===== config.mk =====
export PLATFORM = sky130hd
export DESIGN_NAME = btn_debounce_toggle_flat
export DESIGN_NICKNAME = d
export VERILOG_FILES = /design/src/rtl/btn_debounce_toggle_if.sv /design/src/rtl/btn_debounce_toggle.sv /design/src/flat_wrapper.sv
export SDC_FILE = /design/constraint.sdc
export NUM_CORES = 1
export LEC_CHECK = 0
export CORE_MARGIN = 2
export CORE_UTILIZATION = 58
export CTS_BUF_LIST = sky130_fd_sc_hd__clkbuf_16
export DETAILED_ROUTE_END_ITERATION = 8
export GPL_ROUTABILITY_DRIVEN = 0
export GPL_TIMING_DRIVEN = 0
export PLACE_DENSITY = 0.85
export SLEW_MARGIN = 10
export SYNTH_ARGS = -nofsm -noshare
export SYNTH_HDL_FRONTEND = slang
export SYNTH_SLANG_ARGS = --single-unit

===== constraint.sdc =====
create_clock -name clk -period 2.5 [get_ports clk]
set_input_delay 0.5 -clock clk [delete_from_list [all_inputs] [get_ports clk]]
set_output_delay 0.5 -clock clk [all_outputs]
set_load 0.02 [all_outputs]

===== src/rtl/btn_debounce_toggle_if.sv =====
// Button conditioner interface: raw button and toggle clear in,
// debounced level, pulses and toggle out.
interface btn_debounce_toggle_if;
  logic btn;
  logic tgl_clr;
  logic btn_level;
  logic press_pulse;
  logic release_pulse;
  logic toggle;
  logic long_pulse;

  // Board / stimulus side
  modport master (
    output btn, tgl_clr,
    input  btn_level, press_pulse, release_pulse, toggle, long_pulse
  );

  // Conditioner side
  modport slave (
    input  btn, tgl_clr,
    output btn_level, press_pulse, release_pulse, toggle, long_pulse
  );
endinterface


===== src/rtl/btn_debounce_toggle.sv =====
// Push-button conditioner: two-flop synchroniser, four-state debounce FSM
// with a shared counter, registered press/release strobes and a toggle.
// Optional long-press strobe is enabled by defining BTN_LONG_PRESS_EN;
// without it long_pulse stays 0 and HELD does not count.
module btn_debounce_toggle #(
  parameter int DEBOUNCE_CYCLES = 1_000_000,
  parameter int LONG_CYCLES     = 100_000_000,
  parameter int CNT_W           = $clog2(LONG_CYCLES + 1)
) (
  input  logic                 clk,
  input  logic                 rst_n,
  btn_debounce_toggle_if.slave bus
);

  typedef enum logic [1:0] {IDLE, ARM_PRESS, HELD, ARM_REL} state_t;

  localparam logic [CNT_W-1:0] DEB_LAST = CNT_W'(DEBOUNCE_CYCLES - 1);
  localparam logic [CNT_W-1:0] CNT_ONE  = CNT_W'(1);
`ifdef BTN_LONG_PRESS_EN
  localparam logic [CNT_W-1:0] LONG_LAST = CNT_W'(LONG_CYCLES - 1);
  // Counter parks one past the strobe point so the strobe fires once per hold.
  localparam logic [CNT_W-1:0] LONG_SAT  = CNT_W'(LONG_CYCLES);
`endif

  state_t           state_q, state_d;
  logic [CNT_W-1:0] cnt_q, cnt_d;
  logic             s1_q, s1_d, s2_q, s2_d;
  logic             level_q, level_d;
  logic             press_q, press_d;
  logic             release_q, release_d;
  logic             toggle_q, toggle_d;
  logic             long_q, long_d;

  // Next-state, counter and registered output values
  always_comb begin
    s1_d      = bus.btn;
    s2_d      = s1_q;
    state_d   = state_q;
    cnt_d     = cnt_q;
    level_d   = level_q;
    press_d   = 1'b0;
    release_d = 1'b0;
    long_d    = 1'b0;
    case (state_q)
      IDLE: begin
        if (s2_q) begin
          state_d = ARM_PRESS;
          cnt_d   = CNT_ONE;
        end else begin
          cnt_d   = '0;
        end
      end
      ARM_PRESS: begin
        if (!s2_q) begin
          state_d = IDLE;
          cnt_d   = '0;
        end else if (cnt_q == DEB_LAST) begin
          state_d = HELD;
          cnt_d   = '0;
          level_d = 1'b1;
          press_d = 1'b1;
        end else begin
          cnt_d   = cnt_q + CNT_ONE;
        end
      end
      HELD: begin
        if (!s2_q) begin
          state_d = ARM_REL;
          cnt_d   = CNT_ONE;
        end else begin
`ifdef BTN_LONG_PRESS_EN
          if (cnt_q != LONG_SAT) begin
            cnt_d  = cnt_q + CNT_ONE;
            long_d = (cnt_q == LONG_LAST);
          end
`else
          cnt_d = '0;
`endif
        end
      end
      ARM_REL: begin
        if (s2_q) begin
          state_d   = HELD;
          cnt_d     = '0;
        end else if (cnt_q == DEB_LAST) begin
          state_d   = IDLE;
          cnt_d     = '0;
          level_d   = 1'b0;
          release_d = 1'b1;
        end else begin
          cnt_d     = cnt_q + CNT_ONE;
        end
      end
      default: begin
        state_d = IDLE;
        cnt_d   = '0;
      end
    endcase
    // Clear beats a press landing on the same edge
    if (bus.tgl_clr)  toggle_d = 1'b0;
    else if (press_d) toggle_d = ~toggle_q;
    else              toggle_d = toggle_q;
  end

  // State register with synchronous active-low reset
  always_ff @(posedge clk) begin
    if (!rst_n) begin
      s1_q      <= 1'b0;
      s2_q      <= 1'b0;
      state_q   <= IDLE;
      cnt_q     <= '0;
      level_q   <= 1'b0;
      press_q   <= 1'b0;
      release_q <= 1'b0;
      toggle_q  <= 1'b0;
      long_q    <= 1'b0;
    end else begin
      s1_q      <= s1_d;
      s2_q      <= s2_d;
      state_q   <= state_d;
      cnt_q     <= cnt_d;
      level_q   <= level_d;
      press_q   <= press_d;
      release_q <= release_d;
      toggle_q  <= toggle_d;
      long_q    <= long_d;
    end
  end

  assign bus.btn_level     = level_q;
  assign bus.press_pulse   = press_q;
  assign bus.release_pulse = release_q;
  assign bus.toggle        = toggle_q;
  assign bus.long_pulse    = long_q;

endmodule

===== src/flat_wrapper.sv =====
// flat-port wrapper written by rule: the top's interface ports become plain ports
module btn_debounce_toggle_flat 
#(
  parameter int DEBOUNCE_CYCLES = 1_000_000,
  parameter int LONG_CYCLES     = 100_000_000,
  parameter int CNT_W           = $clog2(LONG_CYCLES + 1)
)
  (clk, rst_n, bus_btn, bus_tgl_clr, bus_btn_level, bus_press_pulse, bus_release_pulse, bus_toggle, bus_long_pulse);
  btn_debounce_toggle_if bus_i ();
  input  logic clk;
  input  logic rst_n;
  input wire logic [$bits(bus_i.btn)-1:0] bus_btn;
  input wire logic [$bits(bus_i.tgl_clr)-1:0] bus_tgl_clr;
  output wire logic [$bits(bus_i.btn_level)-1:0] bus_btn_level;
  output wire logic [$bits(bus_i.press_pulse)-1:0] bus_press_pulse;
  output wire logic [$bits(bus_i.release_pulse)-1:0] bus_release_pulse;
  output wire logic [$bits(bus_i.toggle)-1:0] bus_toggle;
  output wire logic [$bits(bus_i.long_pulse)-1:0] bus_long_pulse;
  assign bus_i.btn = bus_btn;
  assign bus_i.tgl_clr = bus_tgl_clr;
  assign bus_btn_level = bus_i.btn_level;
  assign bus_press_pulse = bus_i.press_pulse;
  assign bus_release_pulse = bus_i.release_pulse;
  assign bus_toggle = bus_i.toggle;
  assign bus_long_pulse = bus_i.long_pulse;
  btn_debounce_toggle #(.DEBOUNCE_CYCLES(DEBOUNCE_CYCLES), .LONG_CYCLES(LONG_CYCLES), .CNT_W(CNT_W)) u_core (.clk(clk), .rst_n(rst_n), .bus(bus_i));
endmodule

Word level (Yosys, flattened, before mapping)

Cells that the tools add are included.

Bits in registers: 35
Input port bits: 4
Output and inout port bits: 5

Add/sub/neg operators: 1
Eq/ne operators: 12
Multiplexer cells: 21
Bitwise gates (word level): 3
Reduce and logical (&&, ||, !) cells: 6

Operators by type and width:

| cell                  | count |
|---|---|
| $pmux 27 s4           | 1 |
| $mux 27               | 3 |
| $add 27x1->27 const B | 1 |
| $eq 27x20->1 const B  | 1 |
| $mux 2                | 6 |
| $mux 1                | 9 |
| $ne 2x1->1 const B    | 4 |
| $pmux 2 s4            | 1 |
| $reduce_and 5->1      | 1 |
| $eq 2x2->1 const B    | 2 |
| $ne 2x2->1 const B    | 2 |
| $reduce_and 4->1      | 1 |
| $ne 3x1->1 const B    | 1 |
| $ne 3x3->1 const B    | 1 |
| $not 1->1             | 3 |
| $reduce_or 3->1       | 1 |
| $eq 2x1->1 const B    | 1 |
| $logic_not 2->1       | 1 |
| $pmux 1 s2            | 1 |
| $reduce_bool 2->1     | 1 |
| $reduce_or 2->1       | 1 |

Longest topological paths before layout

Word-level depth: 4
Gate-level depth with buffers: 6

Worst setup path after synthesis

No wires, ideal clock.

Path type: register to register
Start point: reg u_core.cnt_q[0]
End point: reg u_core.cnt_q[26]
Library setup time: 0.072 ns
Arrival: 1.843 ns
Required time: 2.428 ns
Path slack: 0.585 ns
Cell stages (with the launch flop): 6
Cells stage by stage: dfxtp_1 > ha_1 > inv_1 > or4_4 > or4_1 > a21oi_1

Word-level cells in the longest chain between the ends: 4
Elaborated cells on any way between the ends: 6
Classes of those cells: 1 x add/sub; 1 x eq/ne; 4 x mux

RTL lines:

| element                                              | line                                                 | source |
|---|---|---|
| start: declaration                                   | btn_debounce_toggle.sv:26                            | `logic [CNT_W-1:0] cnt_q, cnt_d;` |
| start signal: assignment                             | btn_debounce_toggle.sv:121                           | `cnt_q <= cnt_d;` |
| $add 27x1->27 / $eq 27x20->1 (equally long branches) | --                                                   |  |
| $mux 27 *                                            | btn_debounce_toggle.sv:57, btn_debounce_toggle.sv:85 |  |
| $mux 27, on equally long branches                    | btn_debounce_toggle.sv:82, btn_debounce_toggle.sv:54 |  |
| $pmux 27 s4 *                                        | btn_debounce_toggle.sv:44                            | `case (state_q)` |

Every way passes the cells marked *; elsewhere a longest branch is shown, timed or not.
A chain may end at the register's enable or synchronous reset.

Worst setup path in the final report

Start point: reg u_core.cnt_q[13]
End point: reg u_core.cnt_q[3]

Word-level cells in the longest chain between the ends: 4
Elaborated cells on any way between the ends: 5
Classes of those cells: 1 x eq/ne; 4 x mux

RTL lines:

| element                           | line |
|---|---|
| $eq 27x20->1 *                    | btn_debounce_toggle.sv:57, btn_debounce_toggle.sv:85 |
| $mux 27 *                         | btn_debounce_toggle.sv:57, btn_debounce_toggle.sv:85 |
| $mux 27, on equally long branches | btn_debounce_toggle.sv:82, btn_debounce_toggle.sv:54 |
| $pmux 27 s4 *                     | btn_debounce_toggle.sv:44 |

Marked as above.

==> impl_metrics.py <==
metrics = {
    "clock_tree": {
        "post_cts.repair.setup_buffers": 0,
        "path_clk_slew_ns": 0.05,
        "cts_sinks": 35,
        "cts-htree-levels": 2,
        "hold_buffers": 0,
        "clockBufferDepth": 2,
        "clock_latency_on_the_worst_skew_pair_ns": 0.28,
        "cts-root-buf": "sky130_fd_sc_hd__clkbuf_16",
        "cts_buffers": 5,
        "tritoncts_clock_tree": "yes",
    },
    "sta": {
        "slew_viols_final": 0,
        "worst-slew-pin-transition_ns": 0.531,
        "post-route-min-period_ns": 2.28,
        "finalHoldViolations": 0,
        "worst_slew_margin_rel_pct": 64.6,
        "setup_total_negative_slack_ns": 0,
        "achievable-frequency_mhz": 438,
        "setup_repair_after_global_routing_missed_its_margin": "no",
        "worst_hold_slack_ns": 0.437,
        "count_of_endpoints_failing_setup_in_the_final_report": 0,
        "finalClockSkew_ns": 0.00345,
        "min_period_over_period_pct": 91.2,
    },
    "logic_synthesis": {
        "synth.ff_latch_count": 35,
        "synth_cells": 183,
        "synth-async-reset-ratio_pct": 0,
        "synth_top_flop_cell": "sky130_fd_sc_hd__dfxtp_1",
        "synth_common_cells": "sky130_fd_sc_hd__dfxtp_1, sky130_fd_sc_hd__a21oi_1, sky130_fd_sc_hd__nor2_1, sky130_fd_sc_hd__nand2_1",
        "synth.cell_area_um2": 1600,
        "synth_top_area_share_pct": 43.8,
        "synth_area_leaders": "sky130_fd_sc_hd__dfxtp_1, sky130_fd_sc_hd__a21oi_1, sky130_fd_sc_hd__xnor2_1",
        "seq_area_frac_synth_pct": 43.8,
        "post-synth-top-area-cell": "sky130_fd_sc_hd__dfxtp_1",
        "syn_nets": 188,
        "synthMostInstantiatedCell": "sky130_fd_sc_hd__dfxtp_1",
        "synth_enable_flop_cells": 0,
        "ys_warn_count": 0,
        "syn_area_per_cell_um2": 8.74,
        "post_synth_num_cell_types": 37,
    },
    "detailed_routing": {
        "detailroute.wirelength.met2_mm": 1.82,
        "route.antenna.remaining_nets": 0,
        "dr_total_vias": 1442,
        "dr.pass1.iters": 4,
        "met3_length_um": 207,
        "route.layer.met1.wl_mm": 1.47,
        "detail_route.vias_per_cell": 6.32,
        "route.final.wire_length_mm": 3.55,
        "drc_errors": 0,
        "drt-wirelength-per-cell_um": 15.6,
        "highest_layer": "met4",
        "detailedRoute.firstIterationViolations": 131,
    },
    "pwr": {
        "vdd_ir_drop_max_v": 0.000601,
        "totalPowerFinal_mw": 1.15,
        "powerDensity_nw_per_um2": 622,
        "power.static_leakage_nw": 0.553,
    },
    "worst_setup_path": {
        "cp_slowest_cell": "sky130_fd_sc_hd__o21bai_2",
        "slack_of_the_worst_reg_to_reg_path_ns": 0.22,
        "cp-end-kind": "flop",
        "peak_fanout_along_the_critical_path": 10,
        "crit_arrival_ns": 2.42,
        "critical_path.startpoint_type": "flop",
        "crit-reg2reg-launch": "u_core.cnt_q[13]$_SDFF_PN0_",
        "r2r_cells": 5,
        "critical_path_buf_inv_count": 1,
        "critical-path-top-delay-family": "simple AND/OR/NAND/NOR gates",
        "required_time_reported_for_the_critical_path_endpoint_ns": 2.64,
        "regToRegEndpoint": "u_core.cnt_q[3]$_SDFF_PN0_",
        "cell_chain_of_the_critical_path": "nor4b_1, nand4_1, o21bai_2, clkbuf_1, nor2_1",
        "critPathKind": "flop to flop",
        "critPathMaxStageDelay_ns": 0.50,
    },
    "grt": {
        "grt_antenna_before_repair": 0,
        "global_route.overflow_total": 0,
        "grt_use_total_pct": 24.6,
        "global_route_wire_length_before_repair_mm": 6.04,
        "grt_pass1_vias": 1429,
        "grt_start_max_net_pins": 11,
    },
    "floorplanning": {
        "number_of_rows_in_the_core_area": 19,
        "initial_utilization_pct": 59.5,
        "area_of_the_die_um2": 3190,
        "core_area_um2": 2690,
        "die_x_um": 56.5,
        "num_io_pins": 9,
        "overall_die_height_um": 56.5,
    },
    "placement": {
        "numPortBuffers": 7,
        "area_post_placement_um2": 1710,
        "post-dp-hpwl_mm": 2.45,
    },
    "min_path": {
        "min_to": "u_core.s2_q$_SDFF_PN0_",
        "min-delay-start": "u_core.s1_q$_SDFF_PN0_",
        "min-delay-path-class": "flop to flop",
        "hold_depth": 1,
    },
    "status": {
        "run_status": "complete, no violations",
    },
    "cells_and_area": {
        "final_nets": 202,
        "layout-drive-gt1-share_pct": 8.12,
        "synthToLayoutAreaGrowth_pct": 15.4,
        "n_antenna_cell": 0,
        "final_instance_area_um2": 1850,
    },
    "run": {
        "maxCapViolCount": 0,
    },
}
## worst reg2reg max path, cell delays in order, from the launching register on
cell and delay [ns]:
sky130_fd_sc_hd__dfxtp_1 0.36, sky130_fd_sc_hd__nor4b_1 0.32, sky130_fd_sc_hd__nand4_1 0.39, sky130_fd_sc_hd__o21bai_2 0.50, sky130_fd_sc_hd__clkbuf_1 0.47, sky130_fd_sc_hd__nor2_1 0.11
## kinds of logic (layout without fill, tap and decap cells)
group	count (synthesis)	in the layout	synth area share [%]
other	1	1	0.235
adders and majority gates	1	1	0.782
xor gates and xnor gates	11	11	6.02
buffers and inverters	13	27	3.83
AOI/OAI and AO/OA	39	39	14.9
DFF	35	35	43.8
and+or+nand+nor	83	83	30.4
## how the worst max path moves through the flow
stage | from | end | slack [ns] | cells after the start
2_1_floorplan | u_core.cnt_q[0]$_SDFF_PN0_ | u_core.cnt_q[26]$_SDFF_PN0_ | 0.59 | 5
3_3_place_gp | u_core.cnt_q[13]$_SDFF_PN0_ | u_core.cnt_q[2]$_SDFF_PN0_ | 0.12 | 5
3_5_place_dp | u_core.cnt_q[13]$_SDFF_PN0_ | u_core.cnt_q[3]$_SDFF_PN0_ | 0.08 | 5
4_1_cts | u_core.cnt_q[13]$_SDFF_PN0_ | u_core.cnt_q[3]$_SDFF_PN0_ | 0.06 | 5
5_1_grt | u_core.cnt_q[13]$_SDFF_PN0_ | u_core.cnt_q[3]$_SDFF_PN0_ | 0.06 | 5
6_report | u_core.cnt_q[13]$_SDFF_PN0_ | u_core.cnt_q[3]$_SDFF_PN0_ | 0.22 | 5
## timing repair
action,4_1_cts,5_1_grt
endpoints found under the hold margin,0,0
endpoints found under the setup margin,0,20
gates resized for setup,0,1
## cell usage in the layout (no fill, tap or decap), drive strengths merged
cell type / Yosys / final
nor4: 4 / 4
clkdlybuf4s50: 0 / 7
a311o: 1 / 1
nor2: 16 / 16
o211a: 1 / 1
dfxtp: 35 / 35
or2: 1 / 1
clkinv: 0 / 2
nand3: 8 / 8
o21ai: 8 / 8
nand2: 11 / 11
nor2b: 2 / 2
o21bai: 2 / 2
and3: 2 / 2
ha: 1 / 1
nor4b: 1 / 1
o211ai: 1 / 1
xnor2: 7 / 7
or3: 7 / 7
and4: 4 / 4
o31ai: 8 / 8
nand2b: 1 / 1
clkbuf: 4 / 9
o21a: 2 / 2
and2: 3 / 3
inv: 6 / 6
xor2: 4 / 4
a21oi: 16 / 16
nand4: 9 / 9
nor3: 4 / 4
conb: 1 / 1
buf: 3 / 3
or4: 10 / 10
## power breakdown
group	internal, mW	switching [mW]	total, mW
clock network	0.357	0.214	0.571
registers	0.561	0.00178	0.563
logic	0.00810	0.00694	0.0150
## metrics by stage
stage / util [%] / setup slack (ns) / std cells
finish: 68.7 / 0.219 / 228
global route: 68.7 / 0.0615 / 228
CTS: 68.6 / 0.0633 / 228
detailed placement: 63.6 / 0.0764 / 221
global placement: 63.6 / 0.118 / 221
floorplan: - / 0.585 / 183
## sequential cells by signal (all words and copies together), names as in the netlist, named ones only
name and flops:
u_core.bus.toggle 1, u_core.s2_q 1, u_core.bus.btn_level 1, u_core.state_q 1, u_core.bus.release_pulse 1, u_core.bus.press_pulse 1
u_core.s1_q 1, u_core.cnt_q 27
## final cells by class
class,instances,area [um2]
plain buffers,7,38.8
clock buffers,5,125
clock inverters,2,8.76
fillers,210,841
inverters,6,22.5
multi-input cells,135,841
flip-flops and latches,35,701
well taps,31,38.8
repair buffers,7,70.1
## routing by layer
layer	GRT usage, %	up-vias
li1	-	702
met1	27.1	673
met2	42.4	60
met3	7.37	7
met4	12.2	0
met5	0	-
Note: power is estimated with default switching activity, not from simulation.
==> variant, RTL diff (same settings) <==
`LONG_CYCLES` is set to 100_000_000 in 2 places; all go to 50_000_000.
--- a/src/rtl/btn_debounce_toggle.sv
+++ b/src/rtl/btn_debounce_toggle.sv
@@ -4,7 +4,7 @@
 // without it long_pulse stays 0 and HELD does not count.
 module btn_debounce_toggle #(
   parameter int DEBOUNCE_CYCLES = 1_000_000,
-  parameter int LONG_CYCLES     = 100_000_000,
+  parameter int LONG_CYCLES     = 50_000_000,
   parameter int CNT_W           = $clog2(LONG_CYCLES + 1)
 ) (
   input  logic                 clk,
--- a/src/flat_wrapper.sv
+++ b/src/flat_wrapper.sv
@@ -2,7 +2,7 @@
 module btn_debounce_toggle_flat 
 #(
   parameter int DEBOUNCE_CYCLES = 1_000_000,
-  parameter int LONG_CYCLES     = 100_000_000,
+  parameter int LONG_CYCLES     = 50_000_000,
   parameter int CNT_W           = $clog2(LONG_CYCLES + 1)
 )
   (clk, rst_n, bus_btn, bus_tgl_clr, bus_btn_level, bus_press_pulse, bus_release_pulse, bus_toggle, bus_long_pulse);
Function: same outputs for any inputs over 10 cycles, from zero or initial values and one cycle with rst_n low; that may be too few to reach the edited logic, so the function may still have changed.
==> variant against the original RTL <==
  * Total power increased by 8.4%
  * Sequential cell count decreased by 1
  * Worst setup slack got worse by 0.032 ns
  * Count of clock-buffer cells in the layout unchanged
  * Largest cell class unchanged
  * Sequential share of layout area decreased by 0.40 points
  * Design area decreased by 1.8%
  * Die area decreased by 4.2%
  * Wire length decreased by 4.6%
  * Largest power group unchanged
  * First-iteration DRC count decreased by 63%
  * Synthesized area decreased by 4.5%
==> variant: results (changes against the original RTL) <==
Clock buf/inv share: 9.12% (+1.9 points)
Vias: 1362 (-5.5%)
Status: finished clean
GRT Total Usage: 23.9% (-0.65 points)
Max VDD drop: 0.710 mV (+18%)
Seq cells post-synth: 34 (-2.9%)
Yosys Warn Count: 0 (unchanged)
Largest net degree at the start of global routing: 12 (+1)
Fraction of area in multi-input gates: 43.8% (-1.8 points)
Reg2reg start: u_core.cnt_q[0]
Worst hold start: u_core.s1_q
Grt ovf: 0 (unchanged)
Sequential share of the synthesized area: 44.6% (+0.77 points)
Leakage power: 0.535 nW (-3.4%)
R2R cell count: 6 (+1)
First-pass GRT wire length: 5.81 mm (-3.8%)
Area post-placement: 1630 sq um (-4.3%)
Synth cell count leaders: dfxtp_1 (34), nor2_1 (18), a21oi_1 (13), xnor2_1 (11)
Placed cells: 213 (-3.6%)
CP endpoint: u_core.cnt_q[18]
Synth Instances: 176 (-3.8%)
Hold endpoint: u_core.s2_q
Synth area leaders: dfxtp_1 (45%), xnor2_1 (6.3%), nor2_1 (4.4%)
HPWL after DPL: 2.32 mm (-5.1%)
Delay-heaviest family, CP: simple AND/OR/NAND/NOR gates
M3 GR Usage: 7.96% (+0.59 points)
Pre-CTS WS: 0.0824 ns (+0.00599 ns)
# fillers: 188 (-10%)
PostCTS Resize Cnt: 0 (unchanged)
Share of cells above drive strength 1: 8.90% (+0.78 points)
Clock Path Buffers: 2 (unchanged)
Met1 usage: 26.6% (-0.57 points)
Area delta synth->final: 18.7%
GR Layer Usage met2: 41.7% (-0.69 points)
Max FFs per register: 26 (-3.7%)
CP max stage cell: or4_1
Clock skew: 0.00372 ns (+0.000264 ns)
Starting DRT DRC Count: 48 (-63%)
Signal buffers: 13 (-1)
Reg area: 681 sq um (-2.9%)
Routed vias/inst: 6.16 (-2.6%)
Inverter count: 8 (+2)
Antenna diode count: 0 (unchanged)
Crit-path max cell delay: 0.62 ns (+0.12 ns)
Top reg by flops: u_core.cnt_q
Drt first pass iters: 5 (+1)
Non-clock buffer share: 5.80% (-0.097 points)
Ys async rst share: 0% (unchanged)
#MultiIn Comb: 128 (-5.2%)
Nets: 195 (-3.5%)
Final worst setup slack: 0.187 ns (-0.0323 ns)
Critical path fanouts, max: 10 (unchanged)
Num CTS Buffers: 5 (unchanged)
Hold_ws: 0.453 ns (+0.0158 ns)
Die area: 3060 sq um (-4.2%)
DR WL/cell: 15.3 um (-1.6%)
CP arrival: 2.52 ns (+0.10 ns)
variant: cell types whose count changed after synthesis, sizes merged, moves of 3 or more:
cell   unedited run  this run
xor2              4         1
o31ai             8         5
nand2            11         8
a21oi            16        13
xnor2             7        11
and4              4         1
nor3              4         8
nand4             9         5
variant: cell families after synthesis:
logic type                 count (synthesis)  synth area share (%)
adders and majority gates                  1                 0.820
buffers and inverters                     14                  4.26
xor gates and xnor gates                  12                  6.89
DFF                                       34                  44.6
AOI/OAI and AO/OA                         36                  14.8
and+or+nand+nor                           78                  28.4
other                                      1                 0.246
variant: where the power goes:
group          total [mW]  switching [mW]  internal, mW
logic              0.0146         0.00677       0.00785
registers           0.546         0.00173         0.545
clock network       0.684           0.219         0.466
variant: per-layer routing:
layer	vias up	share of wire, %
met5	-	0
met4	0	1.4
li1	657	-
met3	9	6.1
met1	649	41
met2	47	51
